`config.mk`:
```
export PLATFORM = sky130hd
export DESIGN_NAME = alu_slice_sequencer
export DESIGN_NICKNAME = d
export VERILOG_FILES = /design/src/rtl/alu_seq_pkg.sv /design/src/rtl/alu_seq_cin_sel.sv /design/src/rtl/alu_slice_sequencer.sv
export SDC_FILE = /design/constraint.sdc
export NUM_CORES = 1
export LEC_CHECK = 0
export CAP_MARGIN = 20
export CORE_ASPECT_RATIO = 0.75
export CORE_MARGIN = 5
export CORE_UTILIZATION = 50
export CTS_BUF_LIST = sky130_fd_sc_hd__clkbuf_4
export DETAILED_ROUTE_END_ITERATION = 12
export PLACE_DENSITY = 0.88
export SLEW_MARGIN = 20
export SYNTH_ARGS = -nofsm -noshare
export SYNTH_HDL_FRONTEND = slang
export SYNTH_SLANG_ARGS = --single-unit
```
`constraint.sdc`:
```
create_clock -name clk -period 3.4 [get_ports clk]
set_input_delay 0.34 -clock clk [delete_from_list [all_inputs] [get_ports clk]]
set_output_delay 0.34 -clock clk [all_outputs]
set_load 0.02 [all_outputs]
```
`src/rtl/alu_seq_pkg.sv`:
```
// alu_seq_pkg: shared FSM state, opsel codes and the initial carry-in rule
// for the slice sequencer and its datapath.
package alu_seq_pkg;

    typedef enum logic [1:0] {IDLE, RUN, DONE} state_e;

    localparam logic [2:0] OP_ADD = 3'b000;
    localparam logic [2:0] OP_SUB = 3'b011;
    localparam logic [2:0] OP_INC = 3'b100;
    localparam logic [2:0] OP_NEG = 3'b110;

    // Operations built on a+~b+1 style arithmetic need a carry into slice 0.
    function automatic logic cin_required(input logic [2:0] opsel, input logic mode);
        return !mode && (opsel == OP_SUB || opsel == OP_INC || opsel == OP_NEG);
    endfunction

endpackage

```
`src/rtl/alu_seq_cin_sel.sv`:
```
// alu_seq_cin_sel: combinational initial carry-in select, shareable with the datapath.
module alu_seq_cin_sel
    import alu_seq_pkg::*;
(
    input  logic [2:0] opsel,
    input  logic       mode,
    output logic       cin
);

    assign cin = cin_required(opsel, mode);

endmodule

```
`src/rtl/alu_slice_sequencer.sv`:
```
// alu_slice_sequencer: runs one WIDTH-bit ALU op through a SLICE-wide datapath,
// LSB slice first, chaining carry between slices.
module alu_slice_sequencer
    import alu_seq_pkg::*;
#(
    parameter int WIDTH = 128,
    parameter int SLICE = 32
) (
    input  logic             clk,
    input  logic             rst_n,
    input  logic             in_valid,
    output logic             in_ready,
    input  logic [2:0]       opsel,
    input  logic             mode,
    input  logic [WIDTH-1:0] a,
    input  logic [WIDTH-1:0] b,
    output logic             slice_en,
    output logic [2:0]       slice_opsel,
    output logic             slice_mode,
    output logic [SLICE-1:0] slice_a,
    output logic [SLICE-1:0] slice_b,
    output logic             slice_cin,
    input  logic [SLICE-1:0] slice_result,
    input  logic             slice_cout,
    output logic             out_valid,
    input  logic             out_ready,
    output logic [WIDTH-1:0] result,
    output logic             cout,
    output logic             busy
);

    localparam int NSLICE = WIDTH / SLICE;
    localparam int IW = NSLICE > 1 ? $clog2(NSLICE) : 1;
    localparam logic [IW-1:0] LAST = IW'(NSLICE - 1);

    state_e           state_q, state_d;
    logic [IW-1:0]    idx_q, idx_d;
    logic             carry_q, carry_d;
    logic             cout_q, cout_d;
    logic [WIDTH-1:0] result_q, result_d;
    logic [WIDTH-1:0] a_q, a_d;
    logic [WIDTH-1:0] b_q, b_d;
    logic [2:0]       opsel_q, opsel_d;
    logic             mode_q, mode_d;
    logic             init_cin;

    alu_seq_cin_sel u_cin_sel (
        .opsel (opsel),
        .mode  (mode),
        .cin   (init_cin)
    );

    always_comb begin
        state_d  = state_q;
        idx_d    = idx_q;
        carry_d  = carry_q;
        cout_d   = cout_q;
        result_d = result_q;
        a_d      = a_q;
        b_d      = b_q;
        opsel_d  = opsel_q;
        mode_d   = mode_q;
        case (state_q)
            IDLE: if (in_valid) begin
                a_d      = a;
                b_d      = b;
                opsel_d  = opsel;
                mode_d   = mode;
                idx_d    = '0;
                carry_d  = init_cin;
                cout_d   = 1'b0;
                result_d = '0;
                state_d  = RUN;
            end
            RUN: begin
                result_d[idx_q*SLICE +: SLICE] = slice_result;
                // Final slice keeps idx and carry so slice_* hold steady outside RUN.
                if (idx_q == LAST) begin
                    cout_d  = !mode_q && slice_cout;
                    state_d = DONE;
                end else begin
                    idx_d   = idx_q + 1'b1;
                    carry_d = !mode_q && slice_cout;
                end
            end
            DONE: state_d = out_ready ? IDLE : DONE;
            default: state_d = IDLE;
        endcase
    end

    always_ff @(posedge clk) begin
        if (!rst_n) begin
            state_q  <= IDLE;
            idx_q    <= '0;
            carry_q  <= 1'b0;
            cout_q   <= 1'b0;
            result_q <= '0;
            a_q      <= '0;
            b_q      <= '0;
            opsel_q  <= '0;
            mode_q   <= 1'b0;
        end else begin
            state_q  <= state_d;
            idx_q    <= idx_d;
            carry_q  <= carry_d;
            cout_q   <= cout_d;
            result_q <= result_d;
            a_q      <= a_d;
            b_q      <= b_d;
            opsel_q  <= opsel_d;
            mode_q   <= mode_d;
        end
    end

    assign in_ready    = state_q == IDLE;
    assign slice_en    = state_q == RUN;
    assign out_valid   = state_q == DONE;
    assign busy        = state_q != IDLE;
    assign slice_opsel = opsel_q;
    assign slice_mode  = mode_q;
    assign slice_a     = a_q[idx_q*SLICE +: SLICE];
    assign slice_b     = b_q[idx_q*SLICE +: SLICE];
    assign slice_cin   = carry_q;
    assign result      = result_q;
    assign cout        = cout_q;

endmodule

```
==> results by group, run 1 <==
Clock network
  • Deepest level of the CTS H-tree: 3
  • CTS hold repair buffers: 0
  • Clock Tree Buf Depth: 3
  • Clock tree root driver cell: clkbuf_4
  • Clock-pin transition on the worst setup and hold timing paths: about 0.070 ns
  • Cts repair resizes: 0
  • Sink Count: between 300 and 400
  • CTS tree: yes
  • CTS buffer count: 94
  • Worst skew pair latency: 0.75 ns

Routing
  • Met2 WL: around 26000 um
  • Pre-antenna DRT Iters: 5
  • Vias per cell: about 5.5
  • Routed Wire Length: 52740 um
  • Via Count: 14590
  • Post-route ant nets: 0
  • Wire length on met1: 19740 um
  • Drt wl/cell: between 15 and 20 um
  • Highest metal used: met5
  • Met3 WL post-DR: just over 5000 um
  • DRC: 0
  • First DRT Iteration DRCs: 1221

Floorplan
  • Die footprint: 0.03564 sq mm
  • Die H: ~160 um
  • Cell Rows: 56
  • Die X: about 220 um
  • Core area: around 0.031 sq mm
  • Io pins: around 500
  • Starting Density: 0.5085

Logic synthesis
  • Syn Area/Cell: about 9.4 sq um
  • Cells after Synth: roughly 1700
  • Post-Synthesis Cell Area: 0.01596 sq mm
  • Syn. warnings: 0
  • Yosys cell types: 39
  • Post-synthesis compound-gate area fraction: 0.2064
  • Flops & latches, synth: ~390
  • Synth Area in Adders: 0.004703
  • Post-Syn Nets: roughly 2000
  • Ys flop type: dfxtp_1
  • Post-synth EDFFs: 0
  • XOR/XNOR share of the synthesized area: 0
  • Async SR Flop Fraction: 0
  • Post-synthesis mux area share: 0.09343
  • Sequential cell area fraction in the yosys report: 0.4941
  • Post-Synth Simple-Gate Area: 0.1577
  • Largest family of logic cells by synthesized area: compound AO/OA/AOI/OAI gates

Timing
  • Min cycle time layout: 2.916 ns
  • Worst slew pin tran: 0.8060 ns
  • Final Max Slew Viols: 0
  • Clk_skew: approximately 0.057 ns
  • Setup TNS Final: 0 ns
  • Final hold slack: 0.1479 ns
  • Final Hold Fails: 0
  • Unrepaired setup endpoints after global routing: false
  • Fmax: 0.3430 GHz
  • Relative max-transition margin: 0.4627
  • Final setup vio count: 0
  • Fin crit share: 0.8576

Finish
  • Fin area: about 0.022 sq mm
  • Layout area overhead: 40.08%
  • Fillers: about 2200
  • Post-Layout Cell Count: about 2700
  • Fraction of layout cells with a size suffix above 1: 0.1144
  • Final nets: between 2000 and 2500

Global routing
  • Pin count of the biggest net entering global routing: between 150 and 200
  • GR Util All Layers: 0.2830
  • Initial antenna violation count: 8
  • Remaining Overflow, GRT: 0
  • Vias in the first global route: between 10000 and 15000
  • First-pass GRT wire length: between 80000 and 90000 um

Critical path
  • Worst Path Arrival: approximately 2.6 ns
  • Worst path required time: 3.06 ns
  • Kind of critical path: flip-flop to output port
  • Setup crit start kind: flip-flop
  • Crit. End Element: output port
  • Critical Path Fanout Max: 30

Placement
  • Placed Instances: around 2500
  • Port Buffer Count: approximately 500
  • Post-DP HPWL: 37030 um
  • DP Area: between 0.02 and 0.025 sq mm
  • GP Congestion: slightly above 0.9

Power
  • Leakage dissipation: approximately 8.3 nW
  • Tot Pwr: 10.15 mW
  • Max VDD drop: between 0.0003 and 0.0004 V
  • Power Dens Cells: about 450 mW/mm^2

Job
  • MaxCap Viol Count: 0

Status
  • Outcome: finished, final reports clean

Worst hold path
  • Hold Path Class: input pin to flip-flop
## path summary, 6_finish.rpt
check / startpoint / endpoint / slack (ns) / cells after the start
max: idx_q[0] / slice_b[26] / 0.48 / 3
min: b[100] / b_q[100] / 0.15 / 3
max reg2reg: idx_q[0] / result[114] / 0.94 / 8
min reg2reg: a_q[79] / a_q[79] / 0.45 / 2
## cell type report
cell class,count,area [sq um],share of cell area
Inverter,5,18.77,0.0008393
Antenna cell,6,15.01,0.0006714
Clock buffer,137,1028,0.04599
Timing Repair Buffer,532,5369,0.2401
Clock inverter,20,112.6,0.005036
Multi-Input combinational cell,1150,7413,0.3315
Sequential cell,394,7896,0.3531
Tap cell,406,508.0,0.02272
## cell usage after synthesis, drive strengths merged, types with 2 or more instances
cell type / instances / share of area
nor2b: 3 / 0.0012
or3b: 2 / 0.0011
or3: 2 / 0.00078
nand2: 557 / 0.13
nand3: 47 / 0.015
buf: 81 / 0.026
a21boi: 310 / 0.15
o21a: 2 / 0.00094
o21ai: 50 / 0.016
a22o: 64 / 0.035
mux4: 64 / 0.090
mux2i: 5 / 0.0031
nor3b: 2 / 0.0013
nor2: 3 / 0.00071
dfxtp: 394 / 0.49
nand3b: 2 / 0.0017
clkbuf: 69 / 0.016
o22ai: 17 / 0.0067
inv: 5 / 0.0012
and2: 2 / 0.00078
ha: 6 / 0.0047
nand2b: 2 / 0.00078
## per-layer routing
| layer | GRT usage | vias up |
|---|---|---|
| met3 | 0.09951 | 129 |
| met5 | 0 | - |
| met2 | 0.4890 | 676 |
| met1 | 0.3231 | 6963 |
| li1 | - | 6817 |
| met4 | 0.1173 | 8 |
## cell usage in the layout, fill, tap and decap left out, types with 3 or more instances in the layout
cell type        instances
dfxtp_1                391
diode_2                  6
inv_1                    5
a22o_1                  64
clkdlybuf4s50_1        497
mux2i_1                  4
mux4_2                  64
buf_4                   24
nand3_1                 47
nand2_1                557
buf_12                  10
ha_1                     6
a21boi_1               204
o22ai_1                 17
o21ai_0                 50
a21boi_0               106
clkinv_1                14
nor2_1                   3
clkbuf_4               137
## logic make-up after synthesis
group                      count (synthesis)
and+or+nand+nor                          628
muxes                                     69
buffers and inverters                    155
adders and majority gates                  6
AOI/OAI and AO/OA                        447
DFF                                      394
## power breakdown
part | internal, mW | switching (mW) | total (mW)
registers | 4.81 | 0.117 | 4.93
clock network | 1.91 | 1.84 | 3.75
logic | 0.762 | 0.705 | 1.47
## worst max-delay path, cell delays in order (launching register included)
cell	delay, ns
dfxtp_4	0.42
buf_12	0.28
mux4_2	0.54
clkdlybuf4s50_1	0.60
## through the flow
step                      utilization  worst slack (ns)
after detailed placement       0.6735            0.7211
after CTS                      0.7105           0.09415
after global placement         0.6735            0.7265
after global routing           0.7122            0.2860
final                          0.7124            0.4841
after floorplan                     -             1.072
## state kept, by name, summed over array words and instances (netlist names)
signal / cells
result: 128
a_q: 128
slice_opsel: 3
idx_q: 2
state_q: 2
slice_mode: 1
b_q: 128
slice_cin: 1
cout: 1
## repair_timing
| action | CTS | global route |
|---|---|---|
| endpoints found under the hold margin | 0 | 0 |
| pin swaps | 0 | 0 |
| endpoints found under the setup margin | 41 | 1 |
| setup buffers | 1 | 6 |
No activity file was read; power rests on OpenSTA's default activity.
==> run 2, diff against run 1 <==
--- a/config.mk
+++ b/config.mk
@@ -12,6 +12,7 @@
 export CTS_BUF_LIST = sky130_fd_sc_hd__clkbuf_4
 export DETAILED_ROUTE_END_ITERATION = 12
 export PLACE_DENSITY = 0.88
+export SETUP_SLACK_MARGIN = 0.3
 export SLEW_MARGIN = 20
 export SYNTH_ARGS = -nofsm -noshare
 export SYNTH_HDL_FRONTEND = slang
==> constraint.sdc (replaced) <==
create_clock -name clk -period 3.4 [get_ports clk]
set_input_delay 0.51 -clock clk [delete_from_list [all_inputs] [get_ports clk]]
set_output_delay 0.51 -clock clk [all_outputs]
set_load 0.02 [all_outputs]
==> run 2 against run 1 <==
Net effect: die area stayed put; routed wire length is 1.4% higher; fmax is 2.2% lower; power is 0.60% lower; design area is 0.21% lower; global-route usage is 0.50 points higher; largest cell class unchanged.
==> results by group, run 2 (synthesis results as in run 1) <==
Critical path
  • Critical path buffers and inverters: 3 (+1)
  • Register-to-Register Path Depth: 9 (+1)
  • Worst Path Arrival: 2.47 ns (-0.11 ns)
  • Flop2flop setup slack: 0.90 ns (-0.04 ns)
  • Critical Path Fanout Max: 14 (-53%)
  • Slowest CP cell: clkdlybuf4s50_1
  • Worst R2R End: result[97]
  • Crit. End Element: output port
  • Kind of critical path: flip-flop to output port
  • CP top delay family: buffers and inverters
  • Setup crit start kind: flip-flop
  • CP peak stage delay: 0.60 ns (about the same)
  • R2r startpoint: idx_q[0]
  • Worst path required time: 2.89 ns (-0.17 ns)
  • Crit path cell chain: buf_4, buf_12, mux4_2, clkdlybuf4s50_1

Clock network
  • CTS tree: yes
  • Clock Tree Buf Depth: 3 (unchanged)
  • Clock tree root driver cell: clkbuf_4
  • Sink Count: 394 (unchanged)
  • Clock-pin transition on the worst setup and hold timing paths: 0.07 ns (about the same)
  • Deepest level of the CTS H-tree: 3 (unchanged)
  • CTS buffer count: 96 (+2.1%)
  • Worst skew pair latency: 0.72 ns (-0.03 ns)

Floorplan
  • Starting Density: 0.5085 (unchanged)
  • Die footprint: 0.03564 sq mm (unchanged)
  • Io pins: 499 (unchanged)
  • Die H: 164.7 um (unchanged)
  • Core area: 0.03139 sq mm (unchanged)
  • Cell Rows: 56 (unchanged)
  • Die X: 216.3 um (unchanged)

Routing
  • First DRT Iteration DRCs: 1348 (+10%)
  • Via Count: 14700 (+0.71%)
  • Vias per cell: 5.548 (+0.74%)
  • Drt wl/cell: 20.18 um (+1.4%)
  • Routed Wire Length: 53470 um (+1.4%)
  • Pre-antenna DRT Iters: 5 (unchanged)
  • Post-route ant nets: 0 (unchanged)
  • DRC: 0 (unchanged)

Global routing
  • First-pass GRT wire length: 81310 um (+1.0%)
  • Met2 Track Usage GR: 0.4924 (+0.003438)
  • Initial antenna violation count: 10 (+2)
  • Met3 Usage GRT: 0.1136 (+0.01411)
  • Vias in the first global route: 14940 (+1.6%)
  • Pin count of the biggest net entering global routing: 180 (+6.5%)
  • Remaining Overflow, GRT: 0 (unchanged)
  • GRT met1 Usage: 0.3212 (-0.001848)
  • GR Util All Layers: 0.2880 (+0.005021)
  • Grt peak-use layer: met2

Timing
  • Min cycle time layout: 2.980 ns (+0.06452 ns)
  • Relative max-transition margin: 0.5268 (+0.06411)
  • Clk_skew: 0.04110 ns (-0.01578 ns)
  • Final Max Slew Viols: 0 (unchanged)
  • Final setup vio count: 0 (unchanged)
  • Unrepaired setup endpoints after global routing: false
  • Final Hold Fails: 0 (unchanged)
  • Fin crit share: 0.8766 (+0.01898)
  • Worst slew pin tran: 0.7098 ns (-0.09617 ns)
  • Setup TNS Final: 0 ns (unchanged)
  • Fmax: 0.3355 GHz (-2.2%)

Power
  • Internal Dissipation: 7.430 mW (-0.75%)
  • Clock share of power: 0.369 (about the same)
  • Sw Pwr: 2.657 mW (-0.17%)
  • Power Dens Cells: 452.0 mW/mm^2 (-0.40%)
  • Comb pwr share: 0.143 (-0.002)
  • Max VDD drop: 0.0003252 V (-6.7%)
  • Leakage dissipation: 8.513 nW (+2.9%)
  • Sequential share of power: 0.489 (+0.003)
  • Tot Pwr: 10.09 mW (-0.60%)
  • Switch share: 0.2634 (+0.001138)

Worst hold path
  • Hold Path Stages: 2 (-1)
  • Hold EP: b_q[8]
  • Hold Path Class: input pin to flip-flop
  • Beginning of the worst hold path: rst_n

Finish
  • Layout area overhead: 39.79%
  • Most common cell after layout, fill and taps aside: nand2_1
  • Fraction of layout cells with a size suffix above 1: 0.1140 (-0.0003959)
  • Final nets: 2483 (+0.12%)
  • Post-Layout Cell Count: 2649 (-0.038%)
  • Final Util: 0.7109 (-0.001474)
  • Most frequent cells in the layout: nand2_1 (557), clkdlybuf4s50_1 (448), dfxtp_1 (391)

Placement
  • GP Congestion: 0.8865 (-2.1%)
  • Placed Instances: 2481 (+0.040%)
  • Port Buffer Count: 498 (unchanged)
  • Post-DP HPWL: 37280 um (+0.69%)

Job
  • MaxCap Viol Count: 0 (unchanged)

Status
  • Outcome: finished, final reports clean
-- run 2: changes by cell type in the layout (fill, tap and decap cells not counted) --
cell / delta
buf_8: +1
dlygate4sd2_1: +46
inv_2: +1
buf_12: +1
clkbuf_4: -2
buf_4: -1
dlymetal6s2s_1: +3
clkinv_2: +1
clkinv_4: -2
clkdlybuf4s50_1: -49
-- run 2: how the worst max path moves through the flow --
stage | startpoint | end | slack [ns] | cells past startpoint
floorplan | idx_q[0] | result[10] | 1.07 | 10
global placement | idx_q[0] | slice_a[2] | 0.72 | 3
detailed placement | idx_q[0] | slice_a[16] | 0.65 | 3
CTS | idx_q[0] | slice_a[16] | 0.24 | 4
global route | idx_q[0] | slice_b[16] | 0.30 | 4
finish | idx_q[0] | slice_b[10] | 0.42 | 4
-- run 2: through the flow --
| step | hold WS (ns) | instance area [sq um] | setup WS (ns) |
|---|---|---|---|
| global placement | 0.4372 | 21140 | 0.7222 |
| detailed placement | 0.4451 | 21140 | 0.6548 |
| global route | 0.2651 | 22310 | 0.3008 |
| finish | 0.3318 | 22320 | 0.4196 |
| floorplan | 0.4319 | 15960 | 1.072 |
| CTS | 0.2220 | 22290 | 0.2416 |
-- run 2: per-layer routing --
| metal | routed length, um | up-vias |
|---|---|---|
| met4 | 2188 | 6 |
| met3 | 5562 | 163 |
| li1 | - | 6831 |
| met5 | 46 | - |
| met1 | 19440 | 6982 |
| met2 | 26230 | 714 |
-- run 2: final cells by class --
class | instances | area (sq um)
sequential | 394 | 7896
fill | 2233 | 9075
timing repair buffer | 533 | 5346
inverter | 5 | 18.77
tap | 406 | 508.0
clock inverter | 20 | 103.9
clock buffer | 135 | 1013
multi-input combinational | 1150 | 7413
antenna | 6 | 15.01
-- run 2: power groups by stage --
stage / Sequential [mW] / Combinational [mW] / Clock [mW]
CTS: 4.93 / 1.44 / 3.81
detailed placement: 5.05 / 1.43 / 0
floorplan: 5.01 / 0.728 / 0
global route: 4.95 / 1.55 / 4.04
global placement: 5.04 / 1.39 / 0
finish: 4.93 / 1.44 / 3.72
-- run 2: what timing repair did --
item | in CTS | in global routing
endpoints found under the hold margin | 0 | 0
endpoints found under the setup margin | 64 | 3
hold buffers | 0 | 0
setup buffers | 7 | 0
gates resized for setup | 46 | 3
